$ cat src/rtl/hdsiso_bank_if.sv
// Serial-delay bank bus: stream/control inputs and observation outputs of hdsiso_bank.
interface hdsiso_bank_if #(
  parameter int unsigned JW     = 4,
  parameter int unsigned LFSR_W = 8
);
  localparam int unsigned P = 2 * JW;

  logic              EN;
  logic              D_IN;
  logic              DIN_SEL;
  logic              LFSR_EN;
  logic              D_OUT;
  logic              D_VALID;
  logic [JW-1:0]     JOHNSON;
  logic [P-1:0]      PULSES;
  logic              LFSR_BIT;
  logic              LFSR_PERIOD;
  logic [LFSR_W-1:0] LFSR_STATE;

  // Stimulus side: drives the stream and control, observes the bank.
  modport master (
    output EN, D_IN, DIN_SEL, LFSR_EN,
    input  D_OUT, D_VALID, JOHNSON, PULSES, LFSR_BIT, LFSR_PERIOD, LFSR_STATE
  );

  // Bank side.
  modport slave (
    input  EN, D_IN, DIN_SEL, LFSR_EN,
    output D_OUT, D_VALID, JOHNSON, PULSES, LFSR_BIT, LFSR_PERIOD, LFSR_STATE
  );
endinterface

$ cat src/rtl/hdsiso_bank.sv
// Johnson-sequenced multi-lane serial delay line (P*DEPTH enabled cycles) with
// fill flag and a built-in Fibonacci LFSR as a self-test source.
module hdsiso_bank #(
  parameter int unsigned        JW     = 4,
  parameter int unsigned        DEPTH  = 4,
  parameter int unsigned        LFSR_W = 8,
  parameter logic [LFSR_W-1:0]  TAPS   = LFSR_W'(8'hB8)
) (
  input  logic         CLK,
  input  logic         RESET,
  hdsiso_bank_if.slave bus
);

  localparam int unsigned P   = 2 * JW;
  localparam int unsigned L   = P * DEPTH;
  localparam int unsigned CW  = $clog2(L + 1);
  localparam int unsigned PHW = $clog2(P + 1);

  logic [JW-1:0]               j_q, j_d;
  logic [P-1:0][DEPTH-1:0]     lane_q, lane_d;
  logic                        dout_q, dout_d;
  logic                        valid_q, valid_d;
  logic [CW-1:0]               cnt_q, cnt_d;
  logic [LFSR_W-1:0]           lfsr_q, lfsr_d;

  logic [PHW-1:0]              ph_c;
  logic                        j_legal_c;
  logic                        sin_c;
  logic [P-1:0]                pulses_c;

  function automatic logic [PHW-1:0] popcnt(input logic [JW-1:0] v);
    logic [PHW-1:0] n;
    n = '0;
    for (int unsigned i = 0; i < JW; i++) begin
      n = n + PHW'(v[i]);
    end
    return n;
  endfunction

  // Phase decode and legality: a Johnson code is a run of ones anchored at
  // either the low end (0..01..1) or the high end (1..10..0).
  always_comb begin
    logic [PHW-1:0] pop;
    logic [JW-1:0]  j_inc;
    logic [JW-1:0]  j_inv;
    logic [JW-1:0]  j_inv_inc;
    pop       = popcnt(j_q);
    ph_c      = j_q[JW-1] ? (PHW'(P) - pop) : pop;
    j_inc     = j_q + JW'(1);
    j_inv     = ~j_q;
    j_inv_inc = j_inv + JW'(1);
    j_legal_c = ((j_q & j_inc) == '0) || ((j_inv & j_inv_inc) == '0);
  end

  // One-hot phase strobe, suppressed while idle or in reset.
  always_comb begin
    pulses_c = '0;
    for (int unsigned k = 0; k < P; k++) begin
      pulses_c[k] = bus.EN & ~RESET & (ph_c == PHW'(k));
    end
  end

  // Serial source mux; the LFSR bit is the pre-advance value.
  always_comb begin
    sin_c = bus.DIN_SEL ? lfsr_q[LFSR_W-1] : bus.D_IN;
  end

  // Next-state: Johnson step, active-lane shift, fill count, LFSR step.
  always_comb begin
    j_d     = j_q;
    lane_d  = lane_q;
    dout_d  = dout_q;
    cnt_d   = cnt_q;
    valid_d = valid_q;
    lfsr_d  = lfsr_q;

    if (!j_legal_c) begin
      j_d = '0;
    end else if (bus.EN) begin
      j_d = {j_q[JW-2:0], ~j_q[JW-1]};
    end

    if (bus.EN) begin
      for (int unsigned k = 0; k < P; k++) begin
        if (ph_c == PHW'(k)) begin
          lane_d[k] = {lane_q[k][DEPTH-2:0], sin_c};
          dout_d    = lane_q[k][DEPTH-1];
        end
      end
      if (cnt_q != CW'(L)) begin
        cnt_d = cnt_q + CW'(1);
      end
      valid_d = valid_q | (cnt_d == CW'(L));
    end

    if (lfsr_q == '0) begin
      lfsr_d = LFSR_W'(1);
    end else if (bus.LFSR_EN) begin
      lfsr_d = {lfsr_q[LFSR_W-2:0], ^(lfsr_q & TAPS)};
    end
  end

  // State registers with synchronous reset.
  always_ff @(posedge CLK) begin
    if (RESET) begin
      j_q     <= '0;
      lane_q  <= '0;
      dout_q  <= 1'b0;
      valid_q <= 1'b0;
      cnt_q   <= '0;
      lfsr_q  <= LFSR_W'(1);
    end else begin
      j_q     <= j_d;
      lane_q  <= lane_d;
      dout_q  <= dout_d;
      valid_q <= valid_d;
      cnt_q   <= cnt_d;
      lfsr_q  <= lfsr_d;
    end
  end

  assign bus.D_OUT       = dout_q;
  assign bus.D_VALID     = valid_q;
  assign bus.JOHNSON     = j_q;
  assign bus.PULSES      = pulses_c;
  assign bus.LFSR_BIT    = lfsr_q[LFSR_W-1];
  assign bus.LFSR_PERIOD = (lfsr_q == LFSR_W'(1));
  assign bus.LFSR_STATE  = lfsr_q;

endmodule
$ cat src/flat_wrapper.sv
// flat-port wrapper written by rule: the top's interface ports become plain ports
module hdsiso_bank_flat 
#(
  parameter int unsigned        JW     = 4,
  parameter int unsigned        DEPTH  = 4,
  parameter int unsigned        LFSR_W = 8,
  parameter logic [LFSR_W-1:0]  TAPS   = LFSR_W'(8'hB8)
)
  (CLK, RESET, bus_EN, bus_D_IN, bus_DIN_SEL, bus_LFSR_EN, bus_D_OUT, bus_D_VALID, bus_JOHNSON, bus_PULSES, bus_LFSR_BIT, bus_LFSR_PERIOD, bus_LFSR_STATE);
  hdsiso_bank_if #(.JW(JW), .LFSR_W(LFSR_W)) bus_i ();
  input  logic CLK;
  input  logic RESET;
  input wire logic [$bits(bus_i.EN)-1:0] bus_EN;
  input wire logic [$bits(bus_i.D_IN)-1:0] bus_D_IN;
  input wire logic [$bits(bus_i.DIN_SEL)-1:0] bus_DIN_SEL;
  input wire logic [$bits(bus_i.LFSR_EN)-1:0] bus_LFSR_EN;
  output wire logic [$bits(bus_i.D_OUT)-1:0] bus_D_OUT;
  output wire logic [$bits(bus_i.D_VALID)-1:0] bus_D_VALID;
  output wire logic [$bits(bus_i.JOHNSON)-1:0] bus_JOHNSON;
  output wire logic [$bits(bus_i.PULSES)-1:0] bus_PULSES;
  output wire logic [$bits(bus_i.LFSR_BIT)-1:0] bus_LFSR_BIT;
  output wire logic [$bits(bus_i.LFSR_PERIOD)-1:0] bus_LFSR_PERIOD;
  output wire logic [$bits(bus_i.LFSR_STATE)-1:0] bus_LFSR_STATE;
  assign bus_i.EN = bus_EN;
  assign bus_i.D_IN = bus_D_IN;
  assign bus_i.DIN_SEL = bus_DIN_SEL;
  assign bus_i.LFSR_EN = bus_LFSR_EN;
  assign bus_D_OUT = bus_i.D_OUT;
  assign bus_D_VALID = bus_i.D_VALID;
  assign bus_JOHNSON = bus_i.JOHNSON;
  assign bus_PULSES = bus_i.PULSES;
  assign bus_LFSR_BIT = bus_i.LFSR_BIT;
  assign bus_LFSR_PERIOD = bus_i.LFSR_PERIOD;
  assign bus_LFSR_STATE = bus_i.LFSR_STATE;
  hdsiso_bank #(.JW(JW), .DEPTH(DEPTH), .LFSR_W(LFSR_W), .TAPS(TAPS)) u_core (.CLK(CLK), .RESET(RESET), .bus(bus_i));
endmodule
$ cat config.mk
export PLATFORM = sky130hd
export DESIGN_NAME = hdsiso_bank_flat
export DESIGN_NICKNAME = d
export VERILOG_FILES = /design/src/rtl/hdsiso_bank_if.sv /design/src/rtl/hdsiso_bank.sv /design/src/flat_wrapper.sv
export SDC_FILE = /design/constraint.sdc
export NUM_CORES = 1
export LEC_CHECK = 0
export CORE_MARGIN = 2
export CORE_UTILIZATION = 25
export CTS_BUF_LIST = sky130_fd_sc_hd__clkbuf_8
export DETAILED_ROUTE_END_ITERATION = 10
export SETUP_SLACK_MARGIN = 0.2
export SYNTH_ARGS = -nofsm -noshare
export SYNTH_HDL_FRONTEND = slang
export SYNTH_SLANG_ARGS = --single-unit
$ cat constraint.sdc
create_clock -name CLK -period 5.1 [get_ports CLK]
set_input_delay 1.275 -clock CLK [delete_from_list [all_inputs] [get_ports CLK]]
set_output_delay 1.275 -clock CLK [all_outputs]
set_load 0.01 [all_outputs]
# Word-level counts from Yosys, hierarchy flattened
# Index checks and enable logic that the tools add are counted.
# totals
elab_cells,76
output_inout_bits,24
register_bits,52
# op_classes
muxes,12
addsub,7
bitwise,16
eq_ne,10
reduce_logical,18
# ops
operator,n
2-bit AND reduction,9
"4-bit by 3-bit == test with 1-bit output, second input constant",4
4-bit zero test,3
6-bit 2-to-1 mux,2
1-bit AND,9
1-bit 2-to-1 mux,9
4-bit by 1-bit adder with 4-bit output,2
"4-bit by 1-bit adder with 4-bit output, second input constant",2
4-bit AND,2
"4-bit by 2-bit == test with 1-bit output, second input constant",2
"8-bit by 1-bit == test with 1-bit output, second input constant",1
8-bit zero test,1
8-bit nonzero test,1
8-bit parity,1
"6-bit by 1-bit adder with 6-bit output, second input constant",1
"6-bit == test, second input constant",1
"6-bit inequality test, second input constant",1
"4-bit by 1-bit == test with 1-bit output, second input constant",1
4-bit 2-to-1 mux,1
4-bit inverter,1
2-bit OR reduction,2
"4-bit subtractor, first input constant",1
1-bit inverter,3
1-bit by 1-bit adder with 2-bit output,1
2 further kinds,2

# Depth between registers and ports, before layout
# Gate-level depths: netlist (run 1).
# logic_depth
word_depth,14
depth_mapped,13
depth_no_buf,11

# Least setup slack after synthesis (run 1)
# Ideal clock, no wire load.
# synth_timing
kind,register -> output
start,register u_core.j_q[0] (netlist: u_core.bus.JOHNSON[0])
end,output bus_PULSES[3]
arrival_ns,2.548
required_time_ns,3.825
path_slack_ns,1.277
n_path_buf,1
stages_incl_launch_ff,11
path_cell_list,dfxtp_1 -> inv_1 -> ha_1 -> inv_1 -> fa_1 -> ha_1 -> buf_2 -> nand2b_1 -> or2_1 -> a21oi_4 -> nor2b_1
# synth_between
elab_chain_len,7
# synth_rtl
element,line,source
start: declaration,hdsiso_bank.sv:19,"logic [JW-1:0] j_q, j_d;"
start signal: assignment,hdsiso_bank.sv:113,j_q <= j_d;
1-bit by 1-bit adder with 2-bit output (*),hdsiso_bank.sv:35,n = n + PHW'(v[i]);
4-bit by 1-bit adder with 4-bit output (*) (2 in series),hdsiso_bank.sv:35,
4-bit subtractor,hdsiso_bank.sv:48,ph_c = j_q[JW-1] ? (PHW'(P) - pop) : pop;
4-bit 2-to-1 mux (*),hdsiso_bank.sv:48,
4-bit by 2-bit == test with 1-bit output (*),hdsiso_bank.sv:59,pulses_c[k] = bus.EN & ~RESET & (ph_c == PHW'(k));
1-bit AND (*),hdsiso_bank.sv:59,
end: declaration,flat_wrapper.sv:20,output wire logic [$bits(bus_i.PULSES)-1:0] bus_PULSES;
# Every way passes the cells marked *; elsewhere a longest branch is shown, timed or not.

# Final worst setup path (run 1)
# Ends and elaborated chain as after synthesis.

==> results of run 1 <==
power groups by stage:
| stage | logic, mW | clock network, mW | registers (mW) |
|---|---|---|---|
| floorplan | 0.0835 | 0 | 0.432 |
| global placement | 0.118 | 0 | 0.431 |
| detailed placement | 0.120 | 0 | 0.432 |
| CTS | 0.121 | 0.254 | 0.423 |
| global route | 0.132 | 0.270 | 0.425 |
| finish | 0.120 | 0.243 | 0.423 |
worst reg2reg max path, cell delays in order (launching register included):
cell and delay [ns]:
dfxtp_2 0.41, inv_1 0.10, ha_1 0.29, inv_1 0.04
fa_1 0.38, ha_2 0.53, nor2_1 0.12, o21a_1 0.21
a211o_1 0.25, nor4_1 0.31, nor3_1 0.08
cell type report:
type,count,share of cell area (%)
multi-input combinational,223,48.4
sequential,52,31.9
timing repair buffer,34,9.87
tap,140,5.36
clock buffer,6,2.52
inverter,14,1.61
clock inverter,2,0.344
worst paths after layout:
kind	from	to	slack (ns)	depth (start not counted)
worst max-delay path	u_core.bus.JOHNSON[0]	bus_PULSES[3]	0.43	10
worst max register to register	u_core.bus.JOHNSON[0]	u_core.bus.D_OUT	2.25	10
worst min register to register	u_core.lane_q[29]	u_core.lane_q[30]	0.50	2
worst min-delay path	u_core.lane_q[29]	u_core.lane_q[30]	0.50	2
per-layer routing:
layer / track usage, % / vias up / routed length (um)
li1: - / 1097 / -
met1: 12.8 / 1012 / 2690
met2: 16.5 / 42 / 2650
met3: 1.97 / 7 / 242
met4: 4.16 / 0 / 91
met5: 0 / - / 0
state kept, by name, summed over array words and instances (netlist names):
signal                 cells
u_core.lane_q             32
u_core.bus.LFSR_STATE      8
u_core.cnt_q               6
u_core.bus.JOHNSON         4
u_core.bus.D_OUT           1
u_core.bus.D_VALID         1
timing repair:
item / CTS / global route
pin swaps: 0 / 0
cloned: 0 / 0
resized for setup: 2 / 3
setup endpoints to repair: 4 / 7
setup buffers: 0 / 0
synthesized netlist by cell type (3+ instances only):
cell type	n	area [um^2]
a21oi_1	9	45.0
a21oi_4	3	48.8
a31oi_1	3	18.8
and4b_1	3	30.0
buf_2	7	35.0
buf_4	4	30.0
clkbuf_1	7	26.3
dfxtp_1	52	1040
ha_1	9	113
inv_1	13	48.8
mux2i_1	46	460
nand2_1	6	22.5
nand2b_1	6	37.5
nand3_1	9	45.0
nand3b_1	3	22.5
nand4_1	4	25.0
nor2_1	64	240
nor2b_1	6	37.5
nor3_1	5	25.0
nor4_1	3	18.8
o21ai_0	3	15.0
o21bai_1	3	22.5
xnor2_1	5	43.8
xor2_1	4	35.0
cells by family (layout without fill, tap and decap cells):
kind of cell | count (synthesis) | count (layout) | synth area share (%)
AOI/OAI and AO/OA | 35 | 35 | 10.0
xor gates and xnor gates | 9 | 9 | 2.85
adders and majority gates | 10 | 10 | 4.79
buffers and inverters | 34 | 56 | 5.74
DFF | 52 | 52 | 37.6
muxes | 47 | 47 | 17.0
and+or+nand+nor | 122 | 122 | 21.9
through the flow:
stage / std cells / utilization [%] / cell area, um^2 / total power, mW / hold WS [ns]
final: 471 / 30.2 / 3270 / 0.785 / 0.497
after global routing: 471 / 30.2 / 3270 / 0.827 / 0.532
after global placement: 463 / 29.1 / 3160 / 0.549 / 0.453
after CTS: 471 / 30.1 / 3260 / 0.798 / 0.501
after detailed placement: 463 / 29.1 / 3160 / 0.552 / 0.478
after floorplan: 309 / - / 2770 / 0.515 / 0.460
==> qor.yml, run 1 <==
outcome:
  outcome: "completed"
power:
  leakagePower_nw: 1.33
  p_sw_share_pct: 26.7
  p_int_mw: 0.576
  clock_power_share_pct: 30.9
  power_density_mw_per_mm2: 240
  switchingPower_mw: 0.209
  p_comb_share_pct: 15.2
  vdd_drop_max_uv: 109
  p_seq_share_pct: 53.8
layout:
  multi_input_area_mm2: 0.00158
  most-common-layout-cells: "64 x nor2_1, 50 x dfxtp_1, 46 x mux2i_1"
  insertedDiodeCount: 0
  fin_nets: 346
  final_layout_size_suffix_gt1_share_pct: 8.46
  synthToLayoutAreaGrowth_pct: 18.2
  fillers: 1176
  layout_commonest_cell: "nor2_1"
  ff_latch_area_mm2: 0.00104
yosys:
  synth_edf_count: 0
  synthCells: 309
  synth_nets: 325
  yosys_warnings: 0
  synth_seq_cells: 52
  synth_cell_type_count: 51
  ys_dominant_reg_cell: "dfxtp_1"
  yosysSeqAreaShare_pct: 37.6
  synthArstFlopShare_pct: 0
  syn_avg_cell_area_um2: 8.96
  syn_area_mm2: 0.00277
timing:
  period_share_pct: 91.5
  skew_ns: 0.00705
  slew_headroom_pct: 57.6
  tightest_slew_ns: 0.636
  drv_slew: 0
  layout_setup_ws_ns: 0.432
  period_minus_slack_ns: 4.67
  rsz0062_at_grt: "no"
  fmax_mhz: 214
  setup_viol: 0
  fin_tns_setup_ns: 0
  hold_violations: 0
clocking:
  cts.path.max_buffers: 2
  clkSinkCount: 52
  hold_buffers: 0
  cts_tree: "built"
  insertion_delay_ns: 0.31
  cts-root-buf: "clkbuf_8"
  numCtsBuffers: 5
  clk_pin_slew_ns: 0.10
  htreeDepth: 2
routing:
  drtPass1Iterations: 4
  vias: 2158
  drt-initial-drc-count: 148
  via_per_inst: 4.58
  routedWlPerCell_um: 12.0
  drc: 0
  antenna_left: 0
  routed_wl_mm: 5.67
min_path:
  hold_path.class: "flip-flop to flip-flop"
critical_path:
  cp_top_family: "adder cells"
  end_kind: "output port"
  cp_num_buf_inv: 3
  crit_path_top_delay_cell: "clkdlybuf4s50_1"
  crit_chain: "inv_1, ha_1, inv_1, fa_1, ha_2, nand2b_1, or2_1, a21oi_4, nor2b_1, clkdlybuf4s50_1"
  cp_data_required_time_ns: 3.83
  arrival_ns: 3.39
  start_kind: "flip-flop"
  crit_fanout: 20
  crit_path_max_incr_delay_ns: 0.54
  cpMostUsedCell: "inv_1"
  path_class: "flip-flop to output port"
place:
  port-buffer-count: 29
  gp_congestion: 0.805
  post-place-ws_ns: 0.403
  hpwl_mm: 4.04
global_route:
  grt_pass1_vias: 2039
  grt_max_degree: 35
  antenna_found_initial: 0
  grt_use_total_pct: 10.0
  gr-total-overflow: 0
  grt_pass1_wl_mm: 9.54
floorplanning:
  die_w_um: 109
  dieArea_mm2: 0.0119
  die_h_um: 109
  core_area_mm2: 0.0108
  initial_core_util_pct: 25.5
  fp-row-count: 38
  ios: 30
flow_run:
  cap_viol_max_count: 0
No activity file was read; power rests on OpenSTA's default activity.
==> inputs of run 2 (changes only) <==
--- a/config.mk
+++ b/config.mk
@@ -13,3 +13,4 @@
 export SYNTH_ARGS = -nofsm -noshare
 export SYNTH_HDL_FRONTEND = slang
 export SYNTH_SLANG_ARGS = --single-unit
+export TNS_END_PERCENT = 50
==> constraint.sdc (replaced) <==
create_clock -name CLK -period 4.6 [get_ports CLK]
set_input_delay 1.15 -clock CLK [delete_from_list [all_inputs] [get_ports CLK]]
set_output_delay 1.15 -clock CLK [all_outputs]
set_load 0.01 [all_outputs]
==> run 2 against run 1 <==
  * Sequential share of layout area is 1.5 points lower
  * Clock power is 33% higher
  * Wire length is 4.0% higher
  * Worst hold slack worse by 0.016 ns
  * Total power is 19% higher
  * Via count is 2.7% higher
  * First-iteration DRC count is 11% higher
  * Sequential cell count stayed put
  * Die area stayed put
  * Critical path type unchanged
  * Largest cell class unchanged
==> qor.yml, run 2 (same netlist as run 1, synthesis figures left out) <==
clocking:
  cts-root-buf: "clkbuf_8"
  numCtsBuffers: 5  # unchanged
  insertion_delay_ns: 0.31  # about the same
  htreeDepth: 2  # unchanged
  cts_tree: "built"
  clkSinkCount: 52  # unchanged
  cts.path.max_buffers: 2  # unchanged
  clk_pin_slew_ns: 0.10  # about the same
layout:
  final_layout_size_suffix_gt1_share_pct: 13.3  # +4.8 points
  fin_cells: 487  # +3.4%
  largest_reg_flops: 32  # unchanged
  insertedDiodeCount: 0  # unchanged
  most-common-layout-cells: "64 x nor2_1, 52 x dfxtp_1, 46 x mux2i_1"
  synthToLayoutAreaGrowth_pct: 23.6
  top_register: "u_core.lane_q"
  fin_nets: 362  # +4.6%
  layout_commonest_cell: "nor2_1"
critical_path:
  r2r_start: "u_core.bus.JOHNSON[0]"
  crit_fanout: 7  # -65%
  arrival_ns: 3.14  # -0.25 ns
  r2r_end: "u_core.bus.D_OUT"
  rr_worst_depth: 10  # unchanged
  start_kind: "flip-flop"
  cp_data_required_time_ns: 3.45  # -0.38 ns
  endpoint: "bus_PULSES[5]"
  end_kind: "output port"
  worstSetupStartpoint: "u_core.bus.JOHNSON[0]"
  path_class: "flip-flop to output port"
  reg2reg_slack_ns: 1.84  # -0.41 ns
routing:
  routedWlPerCell_um: 12.1  # +0.62%
  antenna_left: 0  # unchanged
  drt-initial-drc-count: 165  # +11%
  drc: 0  # unchanged
  routed_wl_mm: 5.90  # +4.0%
  vias: 2216  # +2.7%
  via_per_inst: 4.55  # -0.69%
  drtPass1Iterations: 4  # unchanged
timing:
  setup_viol: 0  # unchanged
  fin_tns_setup_ns: 0  # unchanged
  tightest_slew_ns: 0.680  # +0.0438 ns
  skew_ns: 0.00906  # +0.00201 ns
  period_minus_slack_ns: 4.29
  period_share_pct: 93.3
  fmax_mhz: 233
  rsz0062_at_grt: "yes"
  hold_violations: 0  # unchanged
  slew_headroom_pct: 54.7  # -2.9 points
  drv_slew: 0  # unchanged
power:
  power_density_mw_per_mm2: 273  # +14%
  clock_power_share_pct: 34.7  # +3.8 points
  leakagePower_nw: 1.42  # +7.0%
  p_sw_share_pct: 26.2  # -0.45 points
  p_seq_share_pct: 50.1  # -3.7 points
  p_comb_share_pct: 15.2  # about the same
  switchingPower_mw: 0.244  # +17%
  vdd_drop_max_uv: 127  # +16%
  power_mw: 0.932  # +19%
  p_int_mw: 0.688  # +19%
floorplanning:
  dieArea_mm2: 0.0119  # unchanged
  die_h_um: 109  # unchanged
  initial_core_util_pct: 25.5  # unchanged
  die_w_um: 109  # unchanged
  ios: 30  # unchanged
  core_area_mm2: 0.0108  # unchanged
  fp-row-count: 38  # unchanged
place:
  gp_congestion: 0.804  # -0.17%
  post-place-cells: 467  # +0.86%
  port-buffer-count: 29  # unchanged
  hpwl_mm: 4.14  # +2.6%
global_route:
  antenna_found_initial: 0  # unchanged
  grt_pass1_vias: 2112  # +3.6%
  grt_pass1_wl_mm: 10.0  # +5.4%
  gr-total-overflow: 0  # unchanged
  grt_use_total_pct: 10.5  # +0.50 points
  grt_max_degree: 40  # +14%
min_path:
  hold_path.class: "flip-flop to flip-flop"
outcome:
  outcome: "completed"
flow_run:
  cap_viol_max_count: 0  # unchanged
-- run 2: timing repair --
item,CTS,global route
hold buffers,0,0
gates resized for setup,3,3
setup endpoints to repair,5,6
buffers inserted,0,12
pin swaps,0,4
endpoints found under the hold margin,0,0
-- run 2: how the worst min path moves through the flow --
stage | startpoint | end | slack [ns] | cells past startpoint
floorplan | u_core.lane_q[10] | u_core.lane_q[10] | 0.46 | 2
global placement | u_core.bus.D_VALID | u_core.bus.D_VALID | 0.46 | 2
detailed placement | u_core.bus.D_VALID | u_core.bus.D_VALID | 0.47 | 2
CTS | u_core.bus.D_VALID | u_core.bus.D_VALID | 0.50 | 2
global route | u_core.lane_q[13] | u_core.lane_q[13] | 0.53 | 2
finish | u_core.bus.D_VALID | u_core.bus.D_VALID | 0.48 | 2
-- run 2: power by group through the flow --
stage | Sequential [mW] | Combinational (mW) | Clock (mW)
after detailed placement | 0.477 | 0.137 | 0
after global placement | 0.477 | 0.136 | 0
after CTS | 0.467 | 0.139 | 0.332
after floorplan | 0.478 | 0.0926 | 0
final | 0.467 | 0.142 | 0.324
after global routing | 0.468 | 0.156 | 0.350
-- run 2: through the flow --
step | hold slack, ns | utilization [%] | setup WS (ns) | area, um^2
2_1_floorplan | 0.460 | - | 0.902 | 2770
3_3_place_gp | 0.462 | 29.4 | 0.478 | 3190
3_5_place_dp | 0.471 | 29.4 | 0.407 | 3190
4_1_cts | 0.496 | 30.6 | 0.182 | 3320
5_1_grt | 0.534 | 31.5 | 0.147 | 3420
6_report | 0.481 | 31.5 | 0.306 | 3420
-- run 2: layout make-up --
type,instances,area (um^2)
Inverter,14,52.6
Sequential cell,52,1040
Fill cell,1166,7420
Tap cell,140,175
Clock buffer,5,68.8
Timing Repair Buffer,50,443
Multi-Input combinational cell,223,1590
Clock inverter,3,46.3
-- run 2: worst max-delay path, stage by stage, from the launching register on --
cell	delay, ns
dfxtp_1	0.34
inv_1	0.07
ha_1	0.29
inv_1	0.05
fa_2	0.36
inv_1	0.07
ha_2	0.24
inv_1	0.11
or3_4	0.35
a21oi_4	0.21
nor2b_1	0.17
clkdlybuf4s50_1	0.56
-- run 2: per-layer routing --
layer | GRT usage [%] | part of all wire, % | up-vias
li1 | - | - | 1125
met1 | 13.8 | 47 | 1038
met2 | 17.3 | 47 | 44
met3 | 2.09 | 4.2 | 9
met4 | 3.53 | 1.6 | 0
met5 | 0 | 0 | -
==> inputs of run 3 (changes only) <==
--- a/config.mk
+++ b/config.mk
@@ -9,6 +9,7 @@
 export CORE_UTILIZATION = 25
 export CTS_BUF_LIST = sky130_fd_sc_hd__clkbuf_8
 export DETAILED_ROUTE_END_ITERATION = 10
+export PLACE_DENSITY_LB_ADDON = 0.08
 export SETUP_SLACK_MARGIN = 0.2
 export SYNTH_ARGS = -nofsm -noshare
 export SYNTH_HDL_FRONTEND = slang
==> run 3 against run 2 <==
  * Sequential power barely moved
  * Global-route usage is 0.21 points higher
  * Sequential cell count unchanged
  * Non-clock buffer count decreased by 3
  * Setup slack gained 0.065 ns
  * Wire length up 3.8%
  * Register-to-register slack got worse by 0.13 ns
  * First-iteration DRC count is 49% lower
  * Via count shrank 2.3%
  * Die area unchanged
  * Critical path depth fell by 1
  * Critical path type unchanged
  * Largest power group unchanged
  * Highest routed layer unchanged
==> qor.yml, run 3 (same netlist as run 1, synthesis figures left out) <==
outcome:
  outcome: "completed"
critical_path:
  r2r_start: "u_core.bus.JOHNSON[0]"
  crit_chain: "inv_1, ha_1, inv_1, fa_1, ha_4, or3b_4, a21oi_4, nand2_4, nor2_1, clkdlybuf4s50_1"
  crit_path_top_delay_cell: "clkdlybuf4s50_1"
  path_class: "flip-flop to output port"
  arrival_ns: 3.08  # -0.06 ns
  cpMostUsedCell: "inv_1"
  reg2reg_slack_ns: 1.71  # -0.13 ns
  r2r_end: "u_core.bus.D_OUT"
  crit_fanout: 15  # +8
  start_kind: "flip-flop"
  crit_path_max_incr_delay_ns: 0.54  # -0.02 ns
  end_kind: "output port"
  cp_data_required_time_ns: 3.45  # about the same
  rr_worst_depth: 10  # unchanged
clocking:
  clkSinkCount: 52  # unchanged
  cts-root-buf: "clkbuf_8"
  cts_tree: "built"
  numCtsBuffers: 5  # unchanged
  insertion_delay_ns: 0.31  # about the same
  cts.path.max_buffers: 2  # unchanged
  htreeDepth: 2  # unchanged
  hold_buffers: 0  # unchanged
  clk_pin_slew_ns: 0.10  # about the same
routing:
  drc: 0  # unchanged
  routed_wl_mm: 6.13  # +3.8%
  vias: 2164  # -2.3%
  via_per_inst: 4.47  # -1.7%
  drtPass1Iterations: 4  # unchanged
  routedWlPerCell_um: 12.7  # +4.5%
  antenna_left: 0  # unchanged
  drt-initial-drc-count: 84  # -49%
layout:
  fin_cells: 484  # -0.62%
  final_area_mm2: 0.00339  # -0.95%
  fillers: 1183  # +1.5%
  fin_nets: 359  # -0.83%
  insertedDiodeCount: 0  # unchanged
  most-common-layout-cells: "64 x nor2_1, 52 x dfxtp_1, 46 x mux2i_1"
  largest_reg_flops: 32  # unchanged
  synthToLayoutAreaGrowth_pct: 22.4
  top_register: "u_core.lane_q"
  final_layout_size_suffix_gt1_share_pct: 11.9  # -1.3 points
  layout_commonest_cell: "nor2_1"
global_route:
  grt_use_total_pct: 10.7  # +0.21 points
  grt_max_degree: 31  # -23%
  antenna_found_initial: 0  # unchanged
  grt_pass1_vias: 2037  # -3.6%
  gr-total-overflow: 0  # unchanged
  grt_pass1_wl_mm: 10.2  # +1.8%
place:
  port-buffer-count: 29  # unchanged
  hpwl_mm: 4.32  # +4.3%
  post-place-cells: 470  # +0.64%
  dpl_cell_area_mm2: 0.00321  # +0.71%
  gp_congestion: 0.731  # -9.1%
power:
  clock_power_share_pct: 31.8  # -2.9 points
  leakagePower_nw: 1.43  # +0.81%
  power_density_mw_per_mm2: 263  # -3.4%
  p_comb_share_pct: 15.9  # +0.7 points
  p_seq_share_pct: 52.3  # +2.2 points
  power_mw: 0.892  # -4.3%
  switchingPower_mw: 0.247  # +0.98%
  p_sw_share_pct: 27.7  # +1.4 points
  p_int_mw: 0.645  # -6.2%
  vdd_drop_max_uv: 111  # -12%
timing:
  period_minus_slack_ns: 4.23  # -0.0650 ns
  fin_tns_setup_ns: 0  # unchanged
  drv_slew: 0  # unchanged
  rsz0062_at_grt: "yes"
  setup_viol: 0  # unchanged
  hold_violations: 0  # unchanged
  whs_ns: 0.481  # -0.000350 ns
  fmax_mhz: 236  # +1.5%
  period_share_pct: 91.9  # -1.4 points
  skew_ns: 0.0101  # +0.00101 ns
  tightest_slew_ns: 0.582  # -0.0981 ns
  slew_headroom_pct: 61.1  # +6.5 points
floorplanning:
  die_w_um: 109  # unchanged
  core_area_mm2: 0.0108  # unchanged
  die_h_um: 109  # unchanged
  dieArea_mm2: 0.0119  # unchanged
  fp-row-count: 38  # unchanged
  initial_core_util_pct: 25.5  # unchanged
  ios: 30  # unchanged
min_path:
  hold_path.class: "flip-flop to flip-flop"
  holdPathEnd: "u_core.bus.D_VALID"
  hold_depth: 2  # unchanged
  holdCritStartpoint: "u_core.bus.D_VALID"
flow_run:
  cap_viol_max_count: 0  # unchanged
==> run 3: worst max-delay path, delay by kind of cell, from the launching register on <==
family                     cells  cell delay [ns]
adders and majority gates      3             0.98
and+or+nand+nor                3             0.62
DFF                            1             0.34
buffers and inverters          3             0.65
AOI/OAI and AO/OA              1             0.19
==> run 3: final cells by class <==
cell class | instances | area, um^2 | share of cell area (%)
multi-input cells | 223 | 1600 | 47.1
flip-flops and latches | 52 | 1040 | 30.7
repair buffers | 47 | 425 | 12.6
well taps | 140 | 175 | 5.17
clock buffers | 6 | 82.6 | 2.44
inverters | 14 | 52.6 | 1.55
clock inverters | 2 | 15.0 | 0.443
==> run 3: worst max-delay path by stage <==
stage | slack [ns] | endpoint | startpoint
after CTS | 0.19 | bus_PULSES[3] | u_core.bus.JOHNSON[0]
final | 0.37 | bus_PULSES[7] | u_core.bus.JOHNSON[0]
after global placement | 0.44 | bus_PULSES[3] | u_core.bus.JOHNSON[0]
after global routing | 0.17 | bus_PULSES[4] | u_core.bus.JOHNSON[1]
after floorplan | 0.90 | bus_PULSES[3] | u_core.bus.JOHNSON[0]
after detailed placement | 0.41 | bus_PULSES[3] | u_core.bus.JOHNSON[0]
==> run 3: per-stage QoR <==
step,setup slack (ns),util [%]
floorplan,0.902,-
global placement,0.440,29.6
detailed placement,0.409,29.6
CTS,0.192,30.6
global route,0.174,31.2
finish,0.371,31.2
==> run 3: power groups by stage <==
stage	Combinational, mW	Clock, mW	Sequential [mW]
floorplan	0.0926	0	0.478
global placement	0.142	0	0.477
detailed placement	0.141	0	0.477
CTS	0.142	0.302	0.467
global route	0.156	0.317	0.468
finish	0.142	0.284	0.467
==> run 3: repair_timing <==
action,in CTS,in global routing
setup buffers,0,6
setup endpoints to repair,4,7
pin swaps,0,2
hold endpoints to repair,0,0
gates resized for setup,2,5
==> run 3: layer usage <==
metal  up-vias  track usage [%]  part of all wire (%)
met5         -                0                     0
met4         0             3.53                   1.5
met3         6             1.85                   2.1
met2        25             16.8                    45
met1      1016             15.0                    51
li1       1117                -                     -
